$ cat src/rtl/fetch_unit.sv
// Instruction-fetch stage: holds the fetch PC, issues one outstanding request
// at a time to instruction memory, and buffers the returned instruction for IF/ID.
module fetch_unit #(
    parameter logic [31:0] RESET_PC  = 32'h0000_0000,
    parameter logic [31:0] NOP_INSTR = 32'h0000_0013
) (
    input  logic        clk,
    input  logic        reset,
    input  logic        stall_i,
    input  logic        redirect_i,
    input  logic [31:0] redirect_pc_i,
    output logic        imem_req_o,
    output logic [31:0] imem_addr_o,
    input  logic        imem_gnt_i,
    input  logic        imem_rvalid_i,
    input  logic [31:0] imem_rdata_i,
    output logic [31:0] instr_o,
    output logic [31:0] pc_o,
    output logic [31:0] pcplus4_o,
    output logic        valid_o
);

    typedef enum logic [0:0] {StReq, StWait} state_e;

    state_e      state_q, state_d;
    logic [31:0] fetch_pc_q, fetch_pc_d;
    logic        discard_q, discard_d;
    logic        valid_q, valid_d;
    logic [31:0] instr_q, instr_d;
    logic [31:0] pc_q, pc_d;
    logic [31:0] pcplus4_q, pcplus4_d;

    logic        buffer_free;
    logic        req;
    logic        req_fire;
    logic        in_wait;
    logic        load;
    logic [31:0] redirect_target;
    logic        unused_redirect_lsbs;

    assign redirect_target      = {redirect_pc_i[31:2], 2'b00};
    assign unused_redirect_lsbs = ^redirect_pc_i[1:0];

    // Request only when the buffer is empty or draining, so a response never
    // overwrites a live entry. Gated by reset so nothing is issued during reset.
    always_comb begin
        buffer_free = !valid_q || !stall_i;
        in_wait     = (state_q == StWait);
        req         = reset && (state_q == StReq) && buffer_free;
        req_fire    = req && imem_gnt_i;
        load        = in_wait && imem_rvalid_i && !discard_q && !redirect_i;
    end

    // State register.
    always_ff @(posedge clk or negedge reset) begin
        if (!reset) begin
            state_q <= StReq;
        end else begin
            state_q <= state_d;
        end
    end

    // Next-state logic; redirect never changes the REQ/WAIT sequencing itself.
    always_comb begin
        state_d = state_q;
        unique case (state_q)
            StReq:   if (req_fire) state_d = StWait;
            StWait:  if (imem_rvalid_i) state_d = StReq;
            default: state_d = StReq;
        endcase
    end

    // Datapath next-state: fetch PC, discard flag and output buffer.
    always_comb begin
        fetch_pc_d = fetch_pc_q;
        discard_d  = discard_q;
        valid_d    = valid_q;
        instr_d    = instr_q;
        pc_d       = pc_q;
        pcplus4_d  = pcplus4_q;

        if (valid_q && !stall_i) begin
            valid_d = 1'b0;
        end

        if (load) begin
            instr_d    = imem_rdata_i;
            pc_d       = fetch_pc_q;
            pcplus4_d  = fetch_pc_q + 32'd4;
            valid_d    = 1'b1;
            fetch_pc_d = fetch_pc_q + 32'd4;
        end

        if (in_wait && imem_rvalid_i) begin
            discard_d = 1'b0;
        end

        if (redirect_i) begin
            fetch_pc_d = redirect_target;
            valid_d    = 1'b0;
            // Only one request can be in flight, so one flag marks it stale.
            if ((in_wait && !imem_rvalid_i) || req_fire) begin
                discard_d = 1'b1;
            end
        end
    end

    // Datapath registers.
    always_ff @(posedge clk or negedge reset) begin
        if (!reset) begin
            fetch_pc_q <= RESET_PC;
            discard_q  <= 1'b0;
            valid_q    <= 1'b0;
            instr_q    <= NOP_INSTR;
            pc_q       <= 32'd0;
            pcplus4_q  <= 32'd0;
        end else begin
            fetch_pc_q <= fetch_pc_d;
            discard_q  <= discard_d;
            valid_q    <= valid_d;
            instr_q    <= instr_d;
            pc_q       <= pc_d;
            pcplus4_q  <= pcplus4_d;
        end
    end

    // Outputs.
    always_comb begin
        imem_req_o  = req;
        imem_addr_o = fetch_pc_q;
        instr_o     = valid_q ? instr_q : NOP_INSTR;
        pc_o        = pc_q;
        pcplus4_o   = pcplus4_q;
        valid_o     = valid_q;
    end

endmodule

$ cat config.mk
export PLATFORM = sky130hd
export DESIGN_NAME = fetch_unit
export DESIGN_NICKNAME = d
export VERILOG_FILES = /design/src/rtl/fetch_unit.sv
export SDC_FILE = /design/constraint.sdc
export NUM_CORES = 1
export LEC_CHECK = 0
export BUFFER_PORTS_ARGS = -buffer_cell sky130_fd_sc_hd__buf_2
export CAP_MARGIN = 15
export CORE_MARGIN = 2
export CORE_UTILIZATION = 51
export DETAILED_ROUTE_END_ITERATION = 8
export GPL_ROUTABILITY_DRIVEN = 0
export PLACE_DENSITY = 0.81
export SLEW_MARGIN = 0
export SYNTH_ARGS = -nofsm -noshare
export SYNTH_HDL_FRONTEND = slang
export SYNTH_SLANG_ARGS = --single-unit
$ cat constraint.sdc
create_clock -name clk -period 2.6 [get_ports clk]
set_input_delay 0.39 -clock clk [delete_from_list [all_inputs] [get_ports clk]]
set_output_delay 0.39 -clock clk [all_outputs]
set_load 0.1 [all_outputs]
==> metrics.txt, run 1 <==
status complete, no violations; Sw Share 0.5408; CP delay by family, top flip-flops; Cell Area, Synth just under 6000 sq um; Pwr per Cell Area 1463 nW/um^2; post-layout min period 2399 ps; top-level port count 200; sw power 0.005965 W; vias in the first global route between 4k and 5k; Final Hold Fails 0; fin crit share 0.9229; worst slew pin tran 930.3 ps; Num CTS Buffers 17; Layout area overhead 26.86%; Rel. slew slack 0.3798; clk root buf clkbuf_16; Setup WS pre-CTS 317.0 ps; Worst Skew 12.90 ps; number of post-CTS setup repair buffers 0; DR vias/cell 5.302; largest net degree at the start of global routing 74; Comb pwr share 0.514; Critical Path Fanout Max 34; Seq pwr share 0.289; clock sinks 125; die area 12530 sq um; Initial Util 0.5205; Distinct cells, synth 37; fmax roughly 0.42 GHz; max_cap viols 0; Worst path slowest cell dfrtp_1; total number of vias between 4k and 5k; CP Data Required Time 2210 ps; number of synthesized register bits roughly 130; CORE AREA 11420 sq um; RSZ-0062 raised after global routing false; max-slew violations 0; Routed Antenna Nets 0; clock buffer depth 2; VDD IR max 1468 uV; PostCTS Resize Cnt 0; Seq/Total Area, Yosys 0.5269; kind of critical path reg2out; Avg Cell Area, Syn 10.87 sq um; setup_tns 0 ps; routed len/inst 16.60 microns; Total Routing Usage GR 0.2418; crit path DAT 2010 ps; delay of the slowest critical-path stage 910 ps; final WL between 10 and 15 mm; Fin Hold WS 124.4 ps; leakage dissipation 3.507 nW; DP HPWL 10.05 mm; Layout Nets 798; antenna violations before repair 1; Row Count 39; Pint 0.005065 W; final setup vio count 0; Yosys Warn Count 0; Worst Setup End Kind primary output; Clock Latency Late Sink roughly 420 ps; Critical Path Start Type flip-flop; DR pass1 iterations 5; Die Width between 100 and 150 microns; # DRC 0; crit-path cells nand2_1 > and3_1 > buf_2; H-Tree Depth 4; first-pass GRT wire length 24.10 mm; port buffer count about 190; worst min-delay path class in2async; die height 112.0 microns; Cells after Synth 547; grt ovf 0; fraction of layout cells with a size suffix above 1 0.4135; Ant. Diodes 0; CTS tree yes; initial DRC count approximately 280; clock network power share 0.197; Reg clk slew, reported paths roughly 50 ps; Worst Path Buf+Inv 1; PnR worst setup slack 200.5 ps; Hold Buf Count CTS 0
[logic make-up after synthesis]
group	count (synthesis)	share of synthesized area
fa+ha+maj	1	0.002105
buf+inv	49	0.03979
simple gates	187	0.1714
xor+xnor	57	0.08400
flops	125	0.5269
compound gates	63	0.05411
other cells	1	0.0006310
mux	64	0.1211
[cells in the final DEF, fill, tap and decap left out, drive strengths merged, types with 2 or more instances in the layout]
cell type  synthesis  layout
nand4             12      12
a21oi             29      29
xor2              34      34
nor2              36      36
o21ai             32      32
and3               4       4
nand2b             3       3
xnor2             23      23
nor4              12      12
clkbuf            25      30
buf               23     204
nand3             21      21
and2              30      30
conb               1       6
mux2              63      63
dfstp              3       3
nor3              10      10
nand2             54      54
dfrtp            122     122
and4               2       2
[sequential cells by signal (all words and copies together), names as in the netlist]
signal,cells
valid_o,1
pc_o,30
discard_q,1
instr_q,32
in_wait,1
pcplus4_o,30
imem_addr_o,30
[power by group through the flow]
stage | clock (W) | combinational [W] | sequential (W)
after global placement | 0 | 0.00562 | 0.00315
final | 0.00218 | 0.00567 | 0.00319
after floorplan | 0 | 0.00109 | 0.00684
after detailed placement | 0 | 0.00568 | 0.00322
after CTS | 0.00223 | 0.00570 | 0.00319
after global routing | 0.00231 | 0.00585 | 0.00329
[area by class of cell]
| cell class | instances | area (sq um) |
|---|---|---|
| timing repair buffer | 204 | 1085 |
| tap | 143 | 178.9 |
| clock buffer | 30 | 504.2 |
| inverter | 1 | 3.754 |
| multi-input combinational | 378 | 2601 |
| fill | 901 | 3879 |
| clock inverter | 2 | 35.03 |
| sequential | 125 | 3132 |
[cells in the mapped netlist, drive strengths merged]
library cell  instances  area [sq um]
conb                  1         3.750
nor3                 10         70.07
nand2b                3         18.77
clkbuf               25         96.34
or4                   1         7.510
a21oi                29         145.1
and4                  2         17.52
xor2                 34         297.8
a22o                  1         8.760
and2                 30         187.7
dfstp                 3         78.83
buf                  23         136.4
or2                   1         6.260
mux2                 63         709.4
nand2                54         202.7
mux2i                 1         10.01
nand3b                1         7.510
and3                  4         25.02
xnor2                23         201.4
o21ai                32         160.2
nand3                21         105.1
dfrtp               122          3053
o31ai                 1         7.510
nand4                12         96.34
inv                   1         3.750
ha                    1         12.51
nor4                 12         138.9
nor2                 36         135.1
[worst register-to-register path: stages, from the launching register on]
cell	delay, ps
dfrtp_1	550
nand4_4	250
or4_1	880
nor4_4	260
xnor2_1	150
o21ai_1	80
[through the flow]
step | instances | util | area (sq um) | total power [W]
5_1_grt | 883 | 0.6603 | 7540 | 0.01144
3_3_place_gp | 851 | 0.6131 | 7000 | 0.008766
3_5_place_dp | 851 | 0.6131 | 7000 | 0.008896
6_report | 883 | 0.6603 | 7540 | 0.01103
4_1_cts | 883 | 0.6603 | 7540 | 0.01111
2_1_floorplan | 552 | - | 5962 | 0.007932
[layer usage]
metal	GRT usage	vias to the layer above	part of all wire
met5	0	-	0.00089
met4	0.09431	2	0.021
met3	0.05607	22	0.045
met2	0.4053	154	0.51
met1	0.3063	2297	0.42
li1	-	2207	-
[worst paths after layout]
| kind | start | end | slack, ps | cells past startpoint |
|---|---|---|---|---|
| worst max-delay path | valid_o | imem_req_o | 200 | 3 |
| worst min-delay path | reset | imem_addr_o[7] | 120 | 2 |
| worst max register to register | imem_addr_o[7] | imem_addr_o[30] | 280 | 5 |
| worst min register to register | instr_q[23] | instr_q[23] | 500 | 1 |
| max in group asynchronous | reset | pcplus4_o[21] | 1770 | 2 |
| min in group clk | redirect_pc_i[8] | imem_addr_o[8] | 190 | 3 |
Power figures use the tool's default switching activity.
==> inputs of run 2 (changes only) <==
--- a/config.mk
+++ b/config.mk
@@ -8,10 +8,10 @@
 export BUFFER_PORTS_ARGS = -buffer_cell sky130_fd_sc_hd__buf_2
 export CAP_MARGIN = 15
 export CORE_MARGIN = 2
-export CORE_UTILIZATION = 51
+export CORE_UTILIZATION = 55
 export DETAILED_ROUTE_END_ITERATION = 8
 export GPL_ROUTABILITY_DRIVEN = 0
-export PLACE_DENSITY = 0.81
+export PLACE_DENSITY = 0.86
 export SLEW_MARGIN = 0
 export SYNTH_ARGS = -nofsm -noshare
 export SYNTH_HDL_FRONTEND = slang
==> constraint.sdc (replaced) <==
create_clock -name clk -period 2.99 [get_ports clk]
set_input_delay 0.4485 -clock clk [delete_from_list [all_inputs] [get_ports clk]]
set_output_delay 0.4485 -clock clk [all_outputs]
set_load 0.1 [all_outputs]
==> metrics.txt, run 2 (synthesis results as in run 1) <==
# DRC 0 (unchanged); final core occ 0.7252 (was 0.6603); H-Tree Depth 4 (unchanged); Top Metal Used met5 (unchanged); port buffer count 191 (unchanged); final instance area 7553 sq um (was 7540 sq um); Final Hold Fails 0 (unchanged); met2 WL 7.813 mm (was 7.509 mm); fin crit share 0.8470; most flop-heavy register instr_q (unchanged); Pwr per Cell Area 1303 nW/um^2 (was 1463 nW/um^2); Row Count 37 (was 39); Total Routing Usage GR 0.2654 (was 0.2418); die area 11650 sq um (was 12530 sq um); crit path DAT 2080 ps (was 2010 ps); CTS tree yes (unchanged); VDD IR max 950.0 uV (was 1468 uV); DR vias/cell 5.421 (was 5.302); Initial Util 0.5706 (was 0.5205); clock buffer depth 2 (unchanged); Final Non-Filler Cells 870 (was 883); DP HPWL 10.19 mm (was 10.05 mm); CP delay by family, top flip-flops (unchanged); DP Cell Count 839 (was 851); largest net degree at the start of global routing 69 (was 74); Critical Path End imem_req_o (unchanged); setup_tns 0 ps (unchanged); most frequent cells in the layout 190 x buf_2, 122 x dfrtp_1, 63 x mux2_2 (unchanged); Layout area overhead 27.09% (was 26.86%); worst-case reg-to-reg path depth 5 (unchanged); routed len/inst 16.87 microns (was 16.60 microns); Fillers 740 (was 901); Largest register FFs 32 (unchanged); Critical Path Start Type flip-flop (unchanged); antenna violations before repair 1 (unchanged); DR pass1 iterations 4 (was 5); Critical path origin valid_o (unchanged); Worst Skew 5.293 ps (was 12.90 ps); kind of critical path reg2out (unchanged); dpl cell area 6929 sq um (was 7000 sq um); Ant. Diodes 0 (unchanged); initial DRC count 241 (was 277); post-layout min period between 2000 and 3000 ps; Reg clk slew, reported paths 50 ps (about the same); Critical Path Fanout Max 34 (unchanged); Worst R2R Setup Slack 620 ps (was 280 ps); status complete, no violations (unchanged); CP Data Required Time 2540 ps (was 2210 ps); grt ovf 0 (unchanged); clock sinks 125 (unchanged); R2R Path Start imem_addr_o[9] (was imem_addr_o[7]); leakage dissipation 3.524 nW (was 3.507 nW); fmax 0.3949 GHz; max-slew violations 0 (unchanged); Worst path depth 3 (unchanged); clk root buf clkbuf_8 (was clkbuf_16); vias in the first global route 4843 (was 4776); max_cap viols 0 (unchanged); number of post-CTS setup repair buffers 0 (unchanged); crit-path cells nand2_1 > and3_1 > buf_2 (unchanged); RSZ-0062 raised after global routing false (unchanged); Reg-to-Reg End imem_addr_o[22] (was imem_addr_o[30]); worst min-delay path class in2async (unchanged); Worst path slowest cell dfrtp_1 (unchanged); final setup vio count 0 (unchanged); metal3 WL 875 microns (was 657 microns); die height 108.0 microns (was 112.0 microns); Rel. slew slack 0.3773 (was 0.3798); Clock Latency Late Sink 520 ps (was 420 ps); total number of vias 4716 (was 4682); worst slew pin tran 926.3 ps (was 930.3 ps); CORE AREA 10420 sq um (was 11420 sq um); Setup WS pre-CTS 698.2 ps (was 317.0 ps); fraction of layout cells with a size suffix above 1 0.4183 (was 0.4135); Layout Nets 793 (was 798); delay of the slowest critical-path stage 870 ps (was 910 ps); Routed Antenna Nets 0 (unchanged); Num CTS Buffers 17 (unchanged); Die Width 108.0 microns (was 112.0 microns); PostCTS Resize Cnt 0 (unchanged); first-pass GRT wire length 23.81 mm (was 24.10 mm); Hold Buf Count CTS 0 (unchanged); top-level port count 200 (unchanged); PnR worst setup slack 457.6 ps (was 200.5 ps); final WL 14.68 mm (was 14.66 mm); commonest non-fill, non-tap cell in the layout buf_2 (unchanged); wl on met1 5.592 mm (was 6.171 mm); Worst Path Buf+Inv 1 (unchanged); Worst Setup End Kind primary output (unchanged)
run 2: cell count changes in the layout (fill, tap and decap cells not counted), sizes merged:
cell | before | now
clkinv | 1 | 2
bufinv | 1 | 4
clkbuf | 30 | 25
buf | 204 | 199
run 2: where the power goes:
part           switching (W)  internal (W)
registers           0.000401       0.00236
clock network       0.000697       0.00146
logic                0.00410      0.000824
total                0.00519       0.00465
run 2: worst min path at each step:
stage	end	slack, ps
2_1_floorplan	discard_q	150
3_3_place_gp	instr_q[17]	480
3_5_place_dp	instr_q[13]	490
4_1_cts	imem_addr_o[14]	120
5_1_grt	imem_addr_o[10]	130
6_report	imem_addr_o[31]	80
run 2: cell type report:
class	instances	area (sq um)	area share
inverter	1	3.754	0.0004969
multi-input combinational	378	2601	0.3444
clock buffer	25	494.2	0.06543
clock inverter	6	130.1	0.01723
sequential	125	3132	0.4146
tap	136	170.2	0.02253
timing repair buffer	199	1022	0.1353
run 2: through the flow:
step                      hold slack, ps  power, W
after floorplan                    152.9  0.006897
after global placement             481.6  0.007598
after detailed placement           488.4  0.007710
after CTS                          117.7  0.009893
after global routing               132.5   0.01018
final                              76.01  0.009842
run 2: per-layer routing:
layer	up-vias	track usage
li1	2188	-
met1	2316	0.3153
met3	38	0.06992
met4	2	0.1209
met2	172	0.4528
met5	-	0
